$ cat src/rtl/rv32_alu_sequencer.sv
// Multi-cycle control FSM for the RV32I OP/OP-IMM ALU datapath.
// Fetches over a valid/ready imem port, decodes, sequences regfile reads, ALU and writeback.
module rv32_alu_sequencer #(
    parameter logic [31:0] RESET_PC = 32'h0000_0000,
    parameter int unsigned PC_STEP  = 4
) (
    input  logic        clk,
    input  logic        rst_n,
    input  logic        run_en,
    output logic        imem_req_valid,
    output logic [31:0] imem_req_addr,
    input  logic        imem_req_ready,
    input  logic        imem_rsp_valid,
    input  logic [31:0] imem_rsp_data,
    output logic [4:0]  rs1_addr,
    output logic [4:0]  rs2_addr,
    input  logic [31:0] rs1_data,
    input  logic [31:0] rs2_data,
    output logic [3:0]  alu_op,
    output logic [31:0] alu_a,
    output logic [31:0] alu_b,
    input  logic [31:0] alu_result,
    output logic        rf_we,
    output logic [4:0]  rf_waddr,
    output logic [31:0] rf_wdata,
    output logic [31:0] pc,
    output logic        retired,
    output logic        illegal
);

    localparam logic [6:0] OpcOp    = 7'b0110011;
    localparam logic [6:0] OpcOpImm = 7'b0010011;

    typedef enum logic [2:0] {
        StIdle, StFreq, StFwait, StDecode, StExec, StWb, StTrap
    } state_e;

    state_e      state_q, state_d;
    logic [31:0] pc_q, pc_d;
    logic [31:0] instr_q, instr_d;
    logic [31:0] opa_q, opa_d;
    logic [31:0] opb_q, opb_d;
    logic [3:0]  op_q, op_d;
    logic [31:0] result_q, result_d;
    logic        illegal_q, illegal_d;

    logic [6:0]  opcode;
    logic [2:0]  funct3;
    logic [6:0]  funct7;
    logic [4:0]  rd;
    logic [31:0] imm;
    logic        is_op, is_op_imm;
    logic        legal;
    logic        op_mod;
    logic        in_decode_window;
    logic        in_wb;

    assign opcode    = instr_q[6:0];
    assign rd        = instr_q[11:7];
    assign funct3    = instr_q[14:12];
    assign funct7    = instr_q[31:25];
    assign imm       = {{20{instr_q[31]}}, instr_q[31:20]};
    assign is_op     = (opcode == OpcOp);
    assign is_op_imm = (opcode == OpcOpImm);

    always_comb begin
        legal  = 1'b0;
        op_mod = 1'b0;
        if (is_op) begin
            op_mod = funct7[5];
            if (funct7 == 7'b0000000) begin
                legal = 1'b1;
            end else if (funct7 == 7'b0100000) begin
                legal = (funct3 == 3'b000) || (funct3 == 3'b101);
            end
        end else if (is_op_imm) begin
            // Only SRAI uses instr[30]; ADDI with a negative immediate must not subtract.
            op_mod = (funct3 == 3'b101) ? instr_q[30] : 1'b0;
            if (funct3 == 3'b001) begin
                legal = (funct7 == 7'b0000000);
            end else if (funct3 == 3'b101) begin
                legal = (funct7 == 7'b0000000) || (funct7 == 7'b0100000);
            end else begin
                legal = 1'b1;
            end
        end
    end

    always_comb begin
        state_d   = state_q;
        pc_d      = pc_q;
        instr_d   = instr_q;
        opa_d     = opa_q;
        opb_d     = opb_q;
        op_d      = op_q;
        result_d  = result_q;
        illegal_d = illegal_q;
        case (state_q)
            StIdle: begin
                if (run_en) state_d = StFreq;
            end
            StFreq: begin
                if (imem_req_ready) state_d = StFwait;
            end
            StFwait: begin
                if (imem_rsp_valid) begin
                    instr_d = imem_rsp_data;
                    state_d = StDecode;
                end
            end
            StDecode: begin
                opa_d = rs1_data;
                opb_d = is_op ? rs2_data : imm;
                op_d  = {op_mod, funct3};
                if (legal) begin
                    state_d = StExec;
                end else begin
                    illegal_d = 1'b1;
                    state_d   = StTrap;
                end
            end
            StExec: begin
                result_d = alu_result;
                state_d  = StWb;
            end
            StWb: begin
                pc_d    = pc_q + PC_STEP;
                state_d = run_en ? StFreq : StIdle;
            end
            StTrap: begin
                state_d = StTrap;
            end
            default: begin
                state_d = StIdle;
            end
        endcase
    end

    always_ff @(posedge clk or negedge rst_n) begin
        if (!rst_n) begin
            state_q   <= StIdle;
            pc_q      <= RESET_PC;
            instr_q   <= '0;
            opa_q     <= '0;
            opb_q     <= '0;
            op_q      <= '0;
            result_q  <= '0;
            illegal_q <= 1'b0;
        end else begin
            state_q   <= state_d;
            pc_q      <= pc_d;
            instr_q   <= instr_d;
            opa_q     <= opa_d;
            opb_q     <= opb_d;
            op_q      <= op_d;
            result_q  <= result_d;
            illegal_q <= illegal_d;
        end
    end

    assign in_decode_window = (state_q == StDecode) || (state_q == StExec) || (state_q == StWb);
    assign in_wb            = (state_q == StWb);

    // Writeback strobes decode straight from state so reset drops them asynchronously.
    assign imem_req_valid = (state_q == StFreq);
    assign imem_req_addr  = pc_q;
    assign rs1_addr       = in_decode_window ? instr_q[19:15] : 5'd0;
    assign rs2_addr       = in_decode_window ? instr_q[24:20] : 5'd0;
    assign alu_a          = opa_q;
    assign alu_b          = opb_q;
    assign alu_op         = op_q;
    assign rf_we          = in_wb && (rd != 5'd0);
    assign rf_waddr       = in_wb ? rd : 5'd0;
    assign rf_wdata       = in_wb ? result_q : 32'd0;
    assign pc             = pc_q;
    assign retired        = in_wb;
    assign illegal        = illegal_q;

endmodule

$ cat config.mk
export PLATFORM = sky130hd
export DESIGN_NAME = rv32_alu_sequencer
export DESIGN_NICKNAME = d
export VERILOG_FILES = /design/src/rtl/rv32_alu_sequencer.sv
export SDC_FILE = /design/constraint.sdc
export NUM_CORES = 1
export LEC_CHECK = 0
export CELL_PAD_IN_SITES_DETAIL_PLACEMENT = 2
export CELL_PAD_IN_SITES_GLOBAL_PLACEMENT = 2
export CORE_MARGIN = 2
export CORE_UTILIZATION = 28
export DETAILED_ROUTE_END_ITERATION = 10
export PLACE_DENSITY_LB_ADDON = 0.1
export SLEW_MARGIN = 0
export SYNTH_ARGS = -nofsm -noshare
export SYNTH_HDL_FRONTEND = slang
export SYNTH_SLANG_ARGS = --single-unit
export TNS_END_PERCENT = 50
$ cat constraint.sdc
create_clock -name clk -period 3 [get_ports clk]
set_clock_uncertainty 0.1 [all_clocks]
set_input_delay 0.45 -clock clk [delete_from_list [all_inputs] [get_ports clk]]
set_output_delay 0.45 -clock clk [all_outputs]
set_load 0.02 [all_outputs]
### After elaboration in Yosys (flattened, before gate mapping)

Cells that the tools add are included.

| cells by class | value |
|---|---|
| add/sub/neg operators | 1 |
| multipliers | 0 |
| div/mod/pow operators | 0 |
| order comparisons | 0 |
| equal/unequal tests | 14 |
| shifts and indexed selects | 0 |
| muxes and demuxes | 20 |
| bitwise gates (word level) | 1 |
| reductions and logical operators | 12 |

Operator list:

| cell | count |
|---|---|
| $mux W32 | 2 |
| $add A32 B3 Y32 const B | 1 |
| $pmux W3 S7 | 1 |
| $mux W5 | 3 |
| $eq A7 B6 Y1 const B | 2 |
| $eq A3 B3 Y1 const B | 4 |
| $mux W1 | 10 |
| $mux W3 | 3 |
| $eq A7 B5 Y1 const B | 1 |
| $logic_not A7 Y1 | 1 |
| $eq A3 B1 Y1 const B | 2 |
| $eq A3 B2 Y1 const B | 2 |
| $logic_not A3 Y1 | 2 |
| $reduce_bool A5 Y1 | 1 |
| $logic_or A1 B1 Y1 | 4 |
| $ne A2 B2 Y1 const B | 2 |
| $reduce_and A2 Y1 | 2 |
| $reduce_and A3 Y1 | 1 |
| $mux W2 | 1 |
| $ne A2 B1 Y1 const B | 1 |
| $logic_and A1 B1 Y1 | 1 |
| $not A1 Y1 | 1 |

| storage, ports and cells | value |
|---|---|
| register bits | 168 |
| latch bits | 0 |
| bits in writable memories | 0 |
| bits in read-only memories | 0 |
| input bits | 133 |
| output and inout port bits | 183 |
| word-level logic and storage cells | 56 |
| memories kept | 0 |

### Logic depth before layout (Yosys ltp)

| depth | value |
|---|---|
| word-level depth | 8 |
| mapped depth | 7 |
| gate-level depth less buffers | 5 |

### Worst setup path after synthesis

Ideal clock, no wire load.

| timing path | value |
|---|---|
| path kind | register to register |
| from | reg pc_q[10] (netlist: imem_req_addr[10]) |
| to | reg pc_q[28] (netlist: imem_req_addr[28]) |
| arrival | 2.016 ns |
| data required time | 2.820 ns |
| path slack | 0.804 ns |
| stages on the path, launching flop included | 6 |
| buffers on the path | 0 |
| cells stage by stage | dfrtp_1 -> nand3_2 -> or4_4 -> or4_4 -> nor2_1 -> xor2_1 |

| on the way | value |
|---|---|
| word-level cells in the longest chain between the ends | 1 |

RTL lines:

| element | line | text |
|---|---|---|
| from (decl) | 39 | `logic [31:0] pc_q, pc_d;` |
| from (signal assigned) | 151 | `pc_q <= pc_d;` |
| $add A32 B3 Y32 | 127 | `pc_d = pc_q + PC_STEP;` |

Every way passes these cells.
A chain may end at the register's enable or synchronous reset.

### Final worst setup path

| timing path | value |
|---|---|
| from | reg state_q[0] |
| to | out rf_wdata[4] |

| on the way | value |
|---|---|
| word-level cells in the longest chain between the ends | 2 |

RTL lines:

| element | line | text |
|---|---|---|
| from (decl) | 38 | `state_e state_q, state_d;` |
| from (signal assigned) | 141 | `state_q <= StIdle;` |
| from (signal assigned) | 150 | `state_q <= state_d;` |
| $eq A3 B3 Y1 | 162 | `assign in_wb = (state_q == StWb);` |
| $mux W32 | 174 | `assign rf_wdata = in_wb ? result_q : 32'd0;` |
| to (decl) | 25 | `output logic [31:0] rf_wdata,` |

Every way passes these cells.

==> metrics <==
final setup margin 0.144 ns; P&R area growth vs syn 53.5%; max_cap viols 0; Leak Pwr 4.52 nW; share of layout cells above drive strength 1 16.9%; nets 1007; Final Wtd Congestion 0.723; Clock transition at path regs 0.06 ns; H-tree Lvls 4; largest net degree at the start of global routing 104; compound-gate portion of the synthesized area 4.83%; pre-CTS setup slack 0.452 ns; routed vias/inst 4.53; Syn Area/Cell 12.1 um2; minimum clock period 2.86 ns; Yosys reg bits 166; DRT Wirelength 22.8 mm; kind of critical path reg -> out; Final Cycle Share 95.2%; Seq pwr share 37.6%; top_reg_cell synth dfrtp_1; Int Power 0.00644 W; max-slew violations 0; via count 5508; Post-Syn Area 0.00719 mm2; adder-cell share of the synthesized area 0.174%; Rel. slew slack 27.9%; Die H 164 um; vias in the first global route 6141; Logic pwr share 41.8%; CTS buffer count 17; DRC Markers 0; first-pass GRT wire length 35.2 mm; Clock Path Buffers 2; slew at the pin closest to its max-slew limit 1.08 ns; core area 0.0252 mm2; CTS tree done; row cnt 58; clock share of power 20.6%; clock latency on the worst-skew pair 0.43 ns; ANT nets after route 0; GRT Resource Usage Total 17.2%; # clock sinks 166; Synth Area in XOR/XNOR 3.53%; required time of the critical path 2.45 ns; CTS root buf clkbuf_16; Inst Count DP 1183; main combinational cell family by area after synthesis multiplexers; final core utilization 43.9%; DP Wirelength 16.9 mm; I/O pin count 316; Post-synth EDFFs 0; power per cell area 904 mW/mm2; Ant. Diodes 0; outcome finished clean; initial antenna violation count 0; Hold Path Class reg -> reg; die width 164 um; CP Max Fanout 46; WL/cell 18.8 um; CP startpoint kind flip-flop; share of flip-flops with an asynchronous set or reset 100%; mux contribution to synthesized area 17.2%; cells after synthesis 593; setup TNS 0 ns; Worst VDD drop 0.438 mV; Ys Warns 0; crit path capture type primary output; post-layout power 0.00998 W; Initial DRC Count 184; Initial Utilization 28.6%; crit path DAT 2.31 ns; Fin. Hold Viols 0; post-synthesis simple-gate area fraction 11.1%; register area share after synthesis 57.7%; Layout Cells excl Fill 1216; Max Freq 0.350 GHz; Switching Fraction 35.4%; R2R setup slack 0.49 ns; I/O Buffers 311; final setup vio count 0; DIE AREA 0.0270 mm2; Sw Pwr 0.00354 W; global route total overflow 0; synth unique cells 37; Pre-antenna DRT Iters 4
-- worst max-delay path, cell delays in order, from the launching register on --
cell and delay (ns):
dfrtp_1 0.50, and3b_1 0.26, buf_6 0.28, and2_1 0.21, clkdlybuf4s50_1 0.62
-- cells in the final DEF (no fill, tap or decap), drive strengths merged --
cell           Yosys  final
and3               6      6
nand2             50     50
nand2b             2      2
nor3               3      3
o32ai              1      1
xor2              11     11
nor2b              5      5
ha                 1      1
or4                4      4
or3                1      1
o21ai             37     37
mux2i             11     11
mux2             100    100
dlygate4sd3        0      1
nand4              6      6
nand3              9      9
nor2              12     12
a21o               1      1
clkbuf            24     19
nor4               1      1
o21bai             1      1
nor4b              1      1
clkdlybuf4s50      0    310
a31o               1      1
inv                5      9
and3b              1      1
clkinv             0      3
and2              48     48
dfrtp            166    166
xnor2             18     18
o21a               2      2
a21oi             23     23
buf               39     10
and4               1      1
clkinvlp           0      6
or2                1      1
conb               1      4
-- synth_stat cells, drive strengths merged (11+ instances only) --
cell type    n  area share [%]
a21oi       23             1.6
and2        48             4.2
buf         39             3.8
clkbuf      24             1.3
dfrtp      166              58
mux2       100              16
mux2i       11             1.5
nand2       50             2.6
nor2        12            0.63
o21ai       37             2.6
xnor2       18             2.2
xor2        11             1.3
-- through the flow --
stage                     area (um2)  hold slack [ns]
after floorplan                 7210           0.0544
after global placement         10500            0.349
after detailed placement       10500            0.356
after CTS                      11000            0.375
after global routing           11000            0.392
final                          11000            0.373
-- registers in the layout, summed over array words and instances (netlist names) --
name           flops
alu_a             32
alu_b             32
alu_op             4
illegal            1
imem_req_addr     30
instr_q           32
result_q          32
state_q            3
-- power groups by stage --
stage	Clock (W)	Combinational (W)	Sequential [W]
4_1_cts	0.00215	0.00426	0.00378
5_1_grt	0.00223	0.00453	0.00391
6_report	0.00206	0.00417	0.00375
2_1_floorplan	0	0.00181	0.00418
3_5_place_dp	0	0.00424	0.00382
3_3_place_gp	0	0.00410	0.00373
-- per-layer routing --
layer  wire, um  global-route usage, %  vias up
met5          0                      0        -
met4        378                   5.50        0
li1           -                      -     2531
met2      12100                   31.1      200
met3       1770                   5.51       23
met1       8610                   19.0     2754
-- what timing repair did --
item | 4_1_cts | 5_1_grt
endpoints found under the setup margin | 0 | 38
endpoints found under the hold margin | 55 | 0
hold buffers | 1 | 0
setup buffers | 0 | 0
gates resized for setup | 0 | 1
-- path summary, 6_finish.rpt --
kind	from	end	cells past startpoint
min in group asynchronous	rst_n	alu_a[18]$_DFFE_PN0N_	2
max in group asynchronous	rst_n	result_q[23]$_DFFE_PN0N_	3
worst min-delay path	illegal$_DFFE_PN0P_	illegal$_DFFE_PN0P_	1
worst min register to register	illegal$_DFFE_PN0P_	illegal$_DFFE_PN0P_	1
worst max-delay path	state_q[0]$_DFFE_PN0P_	rf_wdata[4]	4
worst max register to register	state_q[0]$_DFFE_PN0P_	imem_req_addr[29]$_DFFE_PN0P_	6
-- layout make-up --
type,instances,area (um2)
sequential,166,4150
multi-input combinational,362,2680
fill,2522,14100
tap,330,413
timing repair buffer,321,3230
clock inverter,13,98.8
clock buffer,19,443
inverter,5,18.8
-- logic make-up (layout without fill, tap and decap cells) --
group           Yosys count  after routing
simple gates            151            151
compound gates           66             66
buf+inv                  68            358
mux                     111            111
xor+xnor                 29             29
other cells               1              4
fa+ha+maj                 1              1
flops                   166            166
No activity file was read; power rests on OpenSTA's default activity.
